File: src/rtl/mem_bus_arbiter.sv
// mem_bus_arbiter: shares one single-port memory bus between the core's
// instruction-fetch port (I) and load/store port (D).
//  - One outstanding bus transaction at a time; D has fixed priority.
//  - A starvation guard lets a waiting I win after STARVE_LIMIT cycles.
//  - A watchdog aborts a transaction after TIMEOUT_CYCLES without m_ack.
//  - Optional performance counters are built when MEM_ARB_PERF_EN is defined.
//
// Handshake: a requester raises x_req with its fields and holds both steady
// until the single-cycle x_ack. The cycle after x_ack, a still-high x_req is
// a fresh request. On the bus, m_req stays high with stable m_* fields until
// the memory answers with a single-cycle m_ack (m_rdata valid with it); m_ack
// while m_req is low is ignored.
module mem_bus_arbiter #(
    parameter int unsigned ADDR_W         = 32,
    parameter int unsigned STARVE_LIMIT   = 8,
    parameter int unsigned TIMEOUT_CYCLES = 255
) (
    input  logic              clk,
    input  logic              reset,
    input  logic              i_req,
    input  logic [ADDR_W-1:0] i_addr,
    output logic              i_ack,
    output logic              i_err,
    output logic [31:0]       i_rdata,
    input  logic              d_req,
    input  logic              d_we,
    input  logic [ADDR_W-1:0] d_addr,
    input  logic [31:0]       d_wdata,
    input  logic [3:0]        d_wstrb,
    output logic              d_ack,
    output logic              d_err,
    output logic [31:0]       d_rdata,
    output logic              m_req,
    output logic              m_we,
    output logic [ADDR_W-1:0] m_addr,
    output logic [31:0]       m_wdata,
    output logic [3:0]        m_wstrb,
    input  logic              m_ack,
    input  logic [31:0]       m_rdata,
    output logic [1:0]        dbg_state
`ifdef MEM_ARB_PERF_EN
    ,
    output logic [31:0]       perf_i_grants,
    output logic [31:0]       perf_d_grants,
    output logic [31:0]       perf_conflict_cycles
`endif
);

    localparam logic [1:0] IDLE   = 2'd0;
    localparam logic [1:0] BUSY_I = 2'd1;
    localparam logic [1:0] BUSY_D = 2'd2;

    // The watchdog counter only has to reach TIMEOUT_CYCLES-1.
    localparam int unsigned TMO_W = (TIMEOUT_CYCLES > 1) ? $clog2(TIMEOUT_CYCLES) : 1;
    localparam logic [TMO_W-1:0] TMO_LAST =
        TMO_W'((TIMEOUT_CYCLES == 0) ? 0 : TIMEOUT_CYCLES - 1);

    logic [1:0]       state;
    logic [1:0]       state_nxt;
    logic [7:0]       wait_cnt;
    logic [TMO_W-1:0] tmo_cnt;
    logic             busy;
    logic             starve;
    logic             timeout;

    assign busy      = (state != IDLE);
    assign starve    = (STARVE_LIMIT != 0) && (32'(wait_cnt) >= STARVE_LIMIT);
    // m_ack in the last allowed cycle wins over the abort.
    assign timeout   = busy && !m_ack && (TIMEOUT_CYCLES != 0) && (tmo_cnt == TMO_LAST);
    assign m_req     = busy;
    assign dbg_state = state;

    // Arbitration and completion: choose the next owner of the bus.
    always_comb begin
        state_nxt = state;
        case (state)
            IDLE: begin
                if (d_req && !starve) begin
                    state_nxt = BUSY_D;
                end else if (i_req) begin
                    state_nxt = BUSY_I;
                end
            end
            BUSY_I, BUSY_D: begin
                if (m_ack || timeout) begin
                    state_nxt = IDLE;
                end
            end
            default: state_nxt = IDLE;
        endcase
    end

    // State register; reset abandons any transaction without an ack.
    always_ff @(posedge clk or posedge reset) begin
        if (reset) begin
            state <= IDLE;
        end else begin
            state <= state_nxt;
        end
    end

    // I waiting counter: counts while I asks but does not own the bus.
    always_ff @(posedge clk or posedge reset) begin
        if (reset) begin
            wait_cnt <= 8'd0;
        end else if ((state_nxt == BUSY_I) && (state != BUSY_I)) begin
            wait_cnt <= 8'd0;
        end else if (!i_req) begin
            wait_cnt <= 8'd0;
        end else if ((state != BUSY_I) && (wait_cnt != 8'hFF)) begin
            wait_cnt <= wait_cnt + 8'd1;
        end
    end

    // Watchdog: restarts from zero on every grant, counts unanswered cycles.
    always_ff @(posedge clk or posedge reset) begin
        if (reset) begin
            tmo_cnt <= '0;
        end else if (!busy) begin
            tmo_cnt <= '0;
        end else if (!m_ack) begin
            tmo_cnt <= tmo_cnt + TMO_W'(1);
        end
    end

    // Bus field mux: the owning port drives the bus, zeros otherwise.
    always_comb begin
        m_we    = 1'b0;
        m_addr  = '0;
        m_wdata = 32'd0;
        m_wstrb = 4'd0;
        case (state)
            BUSY_I: begin
                m_addr = i_addr;
            end
            BUSY_D: begin
                m_we    = d_we;
                m_addr  = d_addr;
                m_wdata = d_wdata;
                m_wstrb = d_wstrb;
            end
            default: ;
        endcase
    end

    // Per-port completion: ack on m_ack or abort, data only on a real m_ack.
    always_comb begin
        i_ack   = (state == BUSY_I) && (m_ack || timeout);
        i_err   = (state == BUSY_I) && timeout;
        i_rdata = ((state == BUSY_I) && m_ack) ? m_rdata : 32'd0;
        d_ack   = (state == BUSY_D) && (m_ack || timeout);
        d_err   = (state == BUSY_D) && timeout;
        d_rdata = ((state == BUSY_D) && m_ack) ? m_rdata : 32'd0;
    end

`ifdef MEM_ARB_PERF_EN
    // Performance counters: grants per port and contended idle cycles.
    always_ff @(posedge clk or posedge reset) begin
        if (reset) begin
            perf_i_grants        <= 32'd0;
            perf_d_grants        <= 32'd0;
            perf_conflict_cycles <= 32'd0;
        end else if (state == IDLE) begin
            if (state_nxt == BUSY_I) begin
                perf_i_grants <= perf_i_grants + 32'd1;
            end
            if (state_nxt == BUSY_D) begin
                perf_d_grants <= perf_d_grants + 32'd1;
            end
            if (i_req && d_req) begin
                perf_conflict_cycles <= perf_conflict_cycles + 32'd1;
            end
        end
    end
`endif

endmodule
File: config.mk
export PLATFORM = sky130hd
export DESIGN_NAME = mem_bus_arbiter
export DESIGN_NICKNAME = d
export VERILOG_FILES = /design/src/rtl/mem_bus_arbiter.sv
export SDC_FILE = /design/constraint.sdc
export NUM_CORES = 1
export LEC_CHECK = 0
export BUFFER_PORTS_ARGS = -buffer_cell sky130_fd_sc_hd__buf_2
export CORE_ASPECT_RATIO = 0.75
export CORE_MARGIN = 3
export CORE_UTILIZATION = 25
export CTS_CLUSTER_SIZE = 20
export DETAILED_ROUTE_END_ITERATION = 16
export GPL_TIMING_DRIVEN = 0
export PLACE_DENSITY = 0.66
export SYNTH_ARGS = -nofsm -noshare
export SYNTH_HDL_FRONTEND = slang
export SYNTH_SLANG_ARGS = --single-unit
File: constraint.sdc
create_clock -name clk -period 1.9 [get_ports clk]
set_input_delay 0.19 -clock clk [delete_from_list [all_inputs] [get_ports clk]]
set_output_delay 0.19 -clock clk [all_outputs]
set_load 0.05 [all_outputs]
==> metrics.cfg, run 1 <==
[outcome]
status = finished with violations
violations = negative setup slack

[sta]
worst_pin_slew_ns = 0.734
hold_slack_ns = 0.0589
setup_viol_count_final = 34
rsz0062_at_grt = true
layout_setup_ws_ns = -0.104
fin_crit_sh_pct = 105
slew_viol_final = 0
skew_ns = 0.00119
max_freq_mhz = 499
period_minus_slack_ns = 2.00
slew_headroom_pct = 51.0
hold_violations = 0

[clocking]
root_buffer = clkbuf_16
cts_buffers = 3
htree_levels = 1
clkTransAtPathRegs_ns = 0.05
cts_sinks = 18
clk_latency_ns = 0.25
clock_path_buffers = 2
cts_tree = built

[logic_synthesis]
synthArstFlopShare_pct = 100
synth_top_area_share_pct = 18.8
synth_area_mm2 = 0.00239
synth-edff-count = 0
synth.yosys.seq_area_share_pct = 18.8
synth_area_leader_cell = dfrtp_1
postSynthCellCount = 311
synth_nets = 457
syn_area_per_cell_um2 = 7.70
ys_warn_count = 0
ys.flop_type = dfrtp_1
ys_ff_latch = 18
yosys-top-cells-area = dfrtp_1 19%, and3_1 17%, and2_1 10%
synth_cell_types = 47

[global_route]
grt_overflow = 0
grt_max_degree = 19
grt_pass1_vias = 3926
grt_antenna_before_repair = 0
met3_usage_pct = 4.51
track_usage_pct = 25.3
grt_use_met2_pct = 49.9
busiest_layer = met2
met1_usage_pct = 28.2
grt_pass1_wl_um = 22000

[final_layout]
area_delta_synth_final_pct = 148
drive_gt1_share_pct = 84.3
layout_common_cells = 141 x buf_2, 107 x buf_6, 50 x and3_2, 30 x a22oi_2, 30 x nor2b_4
final_core_util_pct = 64.5
antennaDiodeCount = 0
final_common_cell = buf_2
nets = 751

[floorplanning]
row_count = 30
die_area_mm2 = 0.0108
start_util_pct = 26.0
die_h_um = 90.7
fp.dieW_um = 119
core-area_mm2 = 0.00920
ios = 278

[pwr]
sw_frac_of_total_pct = 53.9
p_leak_nw = 2.93
p_seq_share_pct = 5.8
p_clk_share_pct = 5.3
p_comb_share_pct = 88.9
intPower_mw = 4.12
ir_drop_mv = 0.794
powerDensity_mw_per_mm2 = 1510
power_switching_mw = 4.81

[flow_run]
drv_cap = 0

[route]
ant_nets = 0
dr_total_vias = 3644
drt-initial-drc-count = 238
drc = 0
routed_wirelength_um = 14600
vias_per_cell = 4.98
firstDrtPassIters = 4
routedWlPerCell_um = 19.9

[worst_setup_path]
crit_type = reg -> out
r2r_cells = 8
cp_max_fo = 5
reg2reg_to = wait_cnt[5]
worstPathArrival_ns = 1.81
r2r_start = dbg_state[0]
r2r_slack_ns = -0.04
required_ns = 1.71
startpoint_type = register
cp-end-kind = primary output

[place]
dp_slack_ns = -0.457
port_buffers = 277
dp_hpwl_um = 10700
gp_congestion = 0.915

[worst_hold_path]
hp-class = in -> async

[sequential cells by signal, summed over array words and instances, names as in the netlist]
register,count
wait_cnt,8
tmo_cnt,8
dbg_state,2
[logic make-up (layout without fill, tap and decap cells)]
logic type / after synthesis / after routing / synth area share (%)
xor gates and xnor gates: 7 / 7 / 2.56
adders and majority gates: 8 / 8 / 4.18
AOI/OAI and AO/OA: 56 / 57 / 19.4
muxes: 4 / 4 / 1.67
buffers and inverters: 41 / 333 / 7.42
DFF: 18 / 18 / 18.8
and+or+nand+nor: 177 / 177 / 45.9
[cells in the mapped netlist (all sizes together) (2+ instances only)]
library cell	number
o22ai	2
dfrtp	18
inv	9
xnor2	3
mux2i	4
and3	66
xor2	4
ha	8
and2	39
a22oi	32
or2b	2
a21oi	5
nand3	5
clkbuf	31
nand2	5
nor2	9
nor2b	35
o211ai	3
nand2b	2
o21a	2
a211oi	5
nand4	2
[worst max-delay path, cell delays in order, from the launching register on]
cell and delay (ns):
dfrtp_2 0.41, inv_4 0.06, ha_4 0.16, nor4bb_2 0.24
and4_1 0.25, buf_8 0.13, and2_4 0.15, buf_8 0.14
[how the worst max path moves through the flow]
| stage | slack, ns | from | cells after the start | end |
|---|---|---|---|---|
| 6_report | -0.10 | dbg_state[0] | 7 | i_err |
| 5_1_grt | -0.16 | dbg_state[0] | 7 | i_err |
| 4_1_cts | -0.11 | dbg_state[0] | 8 | wait_cnt[5] |
| 3_5_place_dp | -0.46 | dbg_state[0] | 6 | d_rdata[4] |
| 3_3_place_gp | -0.49 | dbg_state[0] | 6 | d_rdata[4] |
| 2_1_floorplan | -0.04 | dbg_state[1] | 6 | wait_cnt[1] |
[power groups by stage]
stage | combinational (mW) | clock [mW] | sequential, mW
2_1_floorplan | 4.66 | 0 | 0.574
3_3_place_gp | 5.96 | 0 | 0.517
3_5_place_dp | 6.01 | 0 | 0.523
4_1_cts | 7.41 | 0.478 | 0.507
5_1_grt | 8.27 | 0.493 | 0.532
6_report | 7.94 | 0.474 | 0.517
[cell type report]
type | instances | area (um^2)
Sequential cell | 18 | 453
Tap cell | 128 | 160
Timing Repair Buffer | 288 | 2400
Clock buffer | 4 | 88.8
Buffer | 32 | 352
Fill cell | 745 | 3270
Inverter | 9 | 38.8
Multi-Input combinational cell | 253 | 2440
[layer usage]
metal | vias to the layer above | wire length, um
met3 | 20 | 812
met1 | 1770 | 5510
met2 | 157 | 8010
li1 | 1697 | -
met5 | - | 0
met4 | 0 | 231
[per-stage QoR]
stage	power [mW]	instances	setup TNS (ns)	instance area, um^2
CTS	8.40	730	-3.25	5600
floorplan	5.23	311	-0.261	2790
finish	8.93	732	-0.791	5930
detailed placement	6.53	716	-36.06	4340
global route	9.30	732	-3.27	5930
global placement	6.48	716	-33.54	4340
[repair_timing]
action / in CTS / in global routing
pin swaps: 5 / 37
cloned: 2 / 0
setup buffers: 8 / 2
hold buffers: 0 / 0
endpoints found under the setup margin: 141 / 146
resized for setup: 331 / 102
No activity file was read; power rests on OpenSTA's default activity.
==> run 2: changes to the inputs <==
--- a/config.mk
+++ b/config.mk
@@ -7,11 +7,10 @@
 export LEC_CHECK = 0
 export BUFFER_PORTS_ARGS = -buffer_cell sky130_fd_sc_hd__buf_2
-export CORE_ASPECT_RATIO = 0.75
-export CORE_MARGIN = 3
-export CORE_UTILIZATION = 25
+export CORE_AREA = 3 3 106 108
+export CTS_CLUSTER_DIAMETER = 50
 export CTS_CLUSTER_SIZE = 20
 export DETAILED_ROUTE_END_ITERATION = 16
+export DIE_AREA = 0 0 109 111
 export GPL_TIMING_DRIVEN = 0
-export PLACE_DENSITY = 0.66
 export SYNTH_ARGS = -nofsm -noshare
 export SYNTH_HDL_FRONTEND = slang
==> constraint.sdc (replaced) <==
create_clock -name clk -period 1.9 [get_ports clk]
set_input_delay 0 -clock clk [delete_from_list [all_inputs] [get_ports clk]]
set_output_delay 0 -clock clk [all_outputs]
set_load 0.05 [all_outputs]
==> metrics.cfg, run 2 (synthesis results as in run 1) <==
[global_route]
busiest_layer = met2
grt_pass1_wl_um = 19500
grt_use_met2_pct = 32.6
met3_usage_pct = 10.7
grt_antenna_before_repair = 1
grt_overflow = 0
track_usage_pct = 21.1
grt_pass1_vias = 3384
met1_usage_pct = 26.9
grt_max_degree = 19

[clocking]
root_buffer = clkbuf_8
htree_levels = 1
clkTransAtPathRegs_ns = 0.07
cts_sinks = 18
clock_path_buffers = 2
cts_tree = built
cts_buffers = 3
clk_latency_ns = 0.25

[place]
dp_hpwl_um = 11700
port_buffers = 277
gp_congestion = 0.916
dpl_cell_area_mm2 = 0.00408

[pwr]
p_leak_nw = 2.61
powerDensity_mw_per_mm2 = 1500
ir_drop_mv = 0.840
fin_total_pwr_mw = 6.92

[floorplanning]
start_util_pct = 23.2
row_count = 37
core-area_mm2 = 0.0103
fp.dieW_um = 109
die_h_um = 111
die_area_mm2 = 0.0121
ios = 278

[worst_hold_path]
hp-class = in -> reg

[sta]
hold_slack_ns = 0.0304
slew_viol_final = 0
fin_crit_sh_pct = 98.5
period_minus_slack_ns = 1.87
rsz0062_at_grt = true
skew_ns = 0.00479
hold_violations = 0
fin_tns_setup_ns = 0
worst_pin_slew_ns = 0.772
setup_viol_count_final = 0
max_freq_mhz = 534
slew_headroom_pct = 48.5

[route]
drc = 0
routed_wirelength_um = 14100
ant_nets = 0
firstDrtPassIters = 4
dr_total_vias = 3529
routedWlPerCell_um = 19.1
vias_per_cell = 4.79
drt-initial-drc-count = 229

[worst_setup_path]
cp_slowest_cell = dfrtp_2
crit_type = reg -> reg
required_ns = 2.05
crit_path_max_incr_delay_ns = 0.39
worstPathArrival_ns = 2.02
startpoint_type = register
path_cells = inv_2 -> ha_4 -> nor4bb_2 -> and4_1 -> buf_8 -> o22ai_4 -> buf_6 -> a2111oi_4
cp-end-kind = register
cp_max_fo = 8

[final_layout]
final_common_cell = buf_2
nets = 748
layout_common_cells = 192 x buf_2, 55 x buf_4, 51 x and3_1, 36 x and2_1
drive_gt1_share_pct = 64.0
area_delta_synth_final_pct = 92.6
n_fill_cell = 1046
fin_area_mm2 = 0.00461

[flow_run]
drv_cap = 0

[outcome]
status = complete, no violations

-- run 2: changes by cell type in the layout (fill, tap and decap cells not counted), sizes merged --
| cell | previous run | this run |
|---|---|---|
| buf | 295 | 272 |
| clkbuf | 29 | 47 |
| diode | 0 | 1 |
| dlygate4sd3 | 0 | 1 |
-- run 2: critical path, delay by kind of cell (launching register included) --
kind	cells	cell delay, ns
buffers and inverters	3	0.35
adder cells (fa/ha/maj)	1	0.17
AND/OR/NAND/NOR	2	0.50
flip-flops	1	0.39
AO/OA/AOI/OAI	2	0.35
-- run 2: layout make-up --
cell class                      instances  area [um^2]  share of cell area (%)
Buffer                                 32          209                    4.53
Tap cell                              136          170                    3.69
Sequential cell                        18          453                    9.82
Clock buffer                            3         41.3                   0.896
Antenna cell                            1         2.50                  0.0543
Multi-Input combinational cell        253         1950                    42.3
Timing Repair Buffer                  285         1750                    38.0
Inverter                                9         36.3                   0.787
-- run 2: stage by stage --
step	cells	setup WS [ns]	utilization [%]
2_1_floorplan	311	-0.0973	-
3_3_place_gp	724	-0.300	39.6
3_5_place_dp	724	-0.345	39.6
4_1_cts	734	-0.0299	43.0
5_1_grt	736	-0.0570	44.6
6_report	737	0.0280	44.7
-- run 2: final timing paths --
kind                                 to  depth (start not counted)          from  slack, ns
setup / recovery            wait_cnt[5]                          8  dbg_state[0]       0.03
hold / removal              wait_cnt[3]                          3         i_req       0.03
setup reg to reg            wait_cnt[5]                          8  dbg_state[0]       0.03
hold reg to reg              tmo_cnt[7]                          2    tmo_cnt[7]       0.56
max in group asynchronous  dbg_state[1]                          3         reset       0.94
min in group asynchronous   wait_cnt[1]                          3         reset       0.42
-- run 2: power breakdown --
part / internal (mW) / total (mW) / switching (mW)
Sequential: 0.442 / 0.508 / 0.0661
Combinational: 2.00 / 6.14 / 4.15
Clock: 0.141 / 0.267 / 0.126
-- run 2: per-layer routing --
layer / vias up / wire [um]
li1: 1689 / -
met1: 1649 / 5400
met2: 177 / 6230
met3: 12 / 2340
met4: 2 / 117
met5: - / 7
-- run 2: repair_timing --
action / 4_1_cts / 5_1_grt
hold buffers: 1 / 0
setup endpoints to repair: 144 / 135
gates cloned: 0 / 1
setup buffers: 6 / 1
hold endpoints to repair: 18 / 0
pin swaps: 2 / 5
resized for setup: 104 / 53
==> run 3: changes to the inputs <==
BUFFER_PORTS_ARGS = -buffer_cell sky130_fd_sc_hd__clkbuf_2   (was -buffer_cell sky130_fd_sc_hd__buf_2)
PLACE_DENSITY = 0.66   (was default)
==> metrics.cfg, run 3 (synthesis results as in run 1) <==
[outcome]
status = finished with violations
violations = negative setup slack

[sta]
skew_ns = 0.00248
fin_tns_setup_ns = -0.0138
hold_slack_ns = 0.0196
hold_violations = 0
worst_pin_slew_ns = 0.728
layout_setup_ws_ns = -0.0138
slew_viol_final = 0
period_minus_slack_ns = 1.91
slew_headroom_pct = 51.4
rsz0062_at_grt = true
max_freq_mhz = 523
fin_crit_sh_pct = 101
setup_viol_count_final = 1

[route]
routedWlPerCell_um = 18.2
dr_total_vias = 3524
routed_wirelength_um = 13500
drt-initial-drc-count = 183
drc = 0
ant_nets = 0
firstDrtPassIters = 4
vias_per_cell = 4.76

[worst_setup_path]
reg2reg_to = wait_cnt[5]
crit_end = wait_cnt[5]
r2r_start = dbg_state[1]
required_ns = 2.06
r2r_slack_ns = -0.01
startpoint = dbg_state[1]
path_delay_family = simple AND/OR/NAND/NOR gates
startpoint_type = register
cp-end-kind = register
path_cells = inv_4 -> ha_4 -> nor4bb_2 -> and4_1 -> buf_8 -> o22ai_4 -> buf_12 -> a2111oi_4
crit_type = reg -> reg
cp_slowest_cell = dfrtp_2
critPathBufInv = 3
worstPathArrival_ns = 2.07
r2r_cells = 8
crit_path_max_incr_delay_ns = 0.41
cp_max_fo = 8
path_depth = 8

[place]
placedCellCount = 724
port_buffers = 277
gp_congestion = 0.897
dp_hpwl_um = 10700
dp_slack_ns = -0.448

[final_layout]
stdcell_count = 741
multi_input_area_mm2 = 0.00203
nets = 752
antennaDiodeCount = 0
layout_common_cells = 145 x clkbuf_2, 75 x clkbuf_4, 51 x and3_1, 40 x buf_4, 35 x and2_1
area_delta_synth_final_pct = 109
final_common_cell = clkbuf_2
drive_gt1_share_pct = 67.6
seqCellArea_um2 = 453
n_fill_cell = 998

[floorplanning]
start_util_pct = 23.2
row_count = 37
ios = 278
fp.dieW_um = 109
die_area_mm2 = 0.0121
die_h_um = 111
core-area_mm2 = 0.0103

[pwr]
fin_total_pwr_mw = 7.44
p_seq_share_pct = 6.8
sw_frac_of_total_pct = 59.8
p_clk_share_pct = 4.4
powerDensity_mw_per_mm2 = 1490
ir_drop_mv = 0.860
intPower_mw = 2.99
p_leak_nw = 2.70
power_switching_mw = 4.45
p_comb_share_pct = 88.8

[flow_run]
drv_cap = 0

[global_route]
grt_pass1_wl_um = 18900
grt_antenna_before_repair = 0
grt_use_met2_pct = 32.6
track_usage_pct = 19.7
grt_max_degree = 19
met3_usage_pct = 9.55
grt_overflow = 0
grt_pass1_vias = 3533
busiest_layer = met2
met1_usage_pct = 22.8

[worst_hold_path]
hp-class = in -> reg

[clocking]
cts_buffers = 3
root_buffer = clkbuf_8
cts_sinks = 18
htree_levels = 1
cts_tree = built
clkTransAtPathRegs_ns = 0.07
clock_path_buffers = 2
clk_latency_ns = 0.26

## run 3: changes by cell type in the layout (fill, tap and decap cells not counted), moves of 12 or more
| cell | change |
|---|---|
| buf_4 | -15 |
| clkbuf_4 | +54 |
| a22oi_2 | +22 |
| clkbuf_2 | +135 |
| clkbuf_8 | +16 |
| buf_2 | -180 |
| buf_6 | -12 |
| a22oi_1 | -22 |
## run 3: per-layer routing
metal  vias to the layer above  wire length, um  part of all wire (%)
met4                         0              226                   1.7
met3                        22             1680                    13
met2                       183             6300                    47
met5                         -                0                     0
li1                       1686                -                     -
met1                      1633             5260                    39
## run 3: tightest hold or removal path: cells and delay by family
kind	cells	cell delay, ns
buffers and inverters	1	0.13
and+or+nand+nor	1	0.08
AOI/OAI and AO/OA	1	0.04
## run 3: worst min-delay path by stage
stage	from	to	slack (ns)	cells after the start
3_5_place_dp	reset	wait_cnt[7]	0.15	2
2_1_floorplan	reset	tmo_cnt[0]	-0.06	1
5_1_grt	i_req	wait_cnt[3]	0.02	3
4_1_cts	i_req	wait_cnt[3]	0.02	3
3_3_place_gp	reset	wait_cnt[6]	0.13	2
6_report	i_req	wait_cnt[3]	0.02	3
## run 3: power by group through the flow
stage	logic (mW)	clock network [mW]	registers, mW
2_1_floorplan	4.15	0	0.574
3_3_place_gp	5.49	0	0.517
3_5_place_dp	5.56	0	0.521
4_1_cts	6.04	0.332	0.508
5_1_grt	6.94	0.344	0.523
6_report	6.61	0.325	0.508
## run 3: layout make-up
| cell class | count | area share, % |
|---|---|---|
| Inverter | 9 | 0.725 |
| Buffer | 32 | 4.92 |
| Clock buffer | 4 | 1.10 |
| Sequential cell | 18 | 9.05 |
| Multi-Input combinational cell | 252 | 40.6 |
| Timing Repair Buffer | 290 | 40.2 |
| Tap cell | 136 | 3.40 |
## run 3: stage by stage
step	area [um^2]	util [%]
CTS	4680	45.3
finish	5010	48.5
global route	5010	48.5
floorplan	2530	-
detailed placement	4080	39.6
global placement	4080	39.6
## run 3: what timing repair did
item	in CTS	in global routing
gates cloned	0	1
resized for setup	165	140
endpoints found under the setup margin	144	143
buffers inserted	3	9
hold endpoints to repair	18	0
hold buffers	1	0
pin swaps	6	3
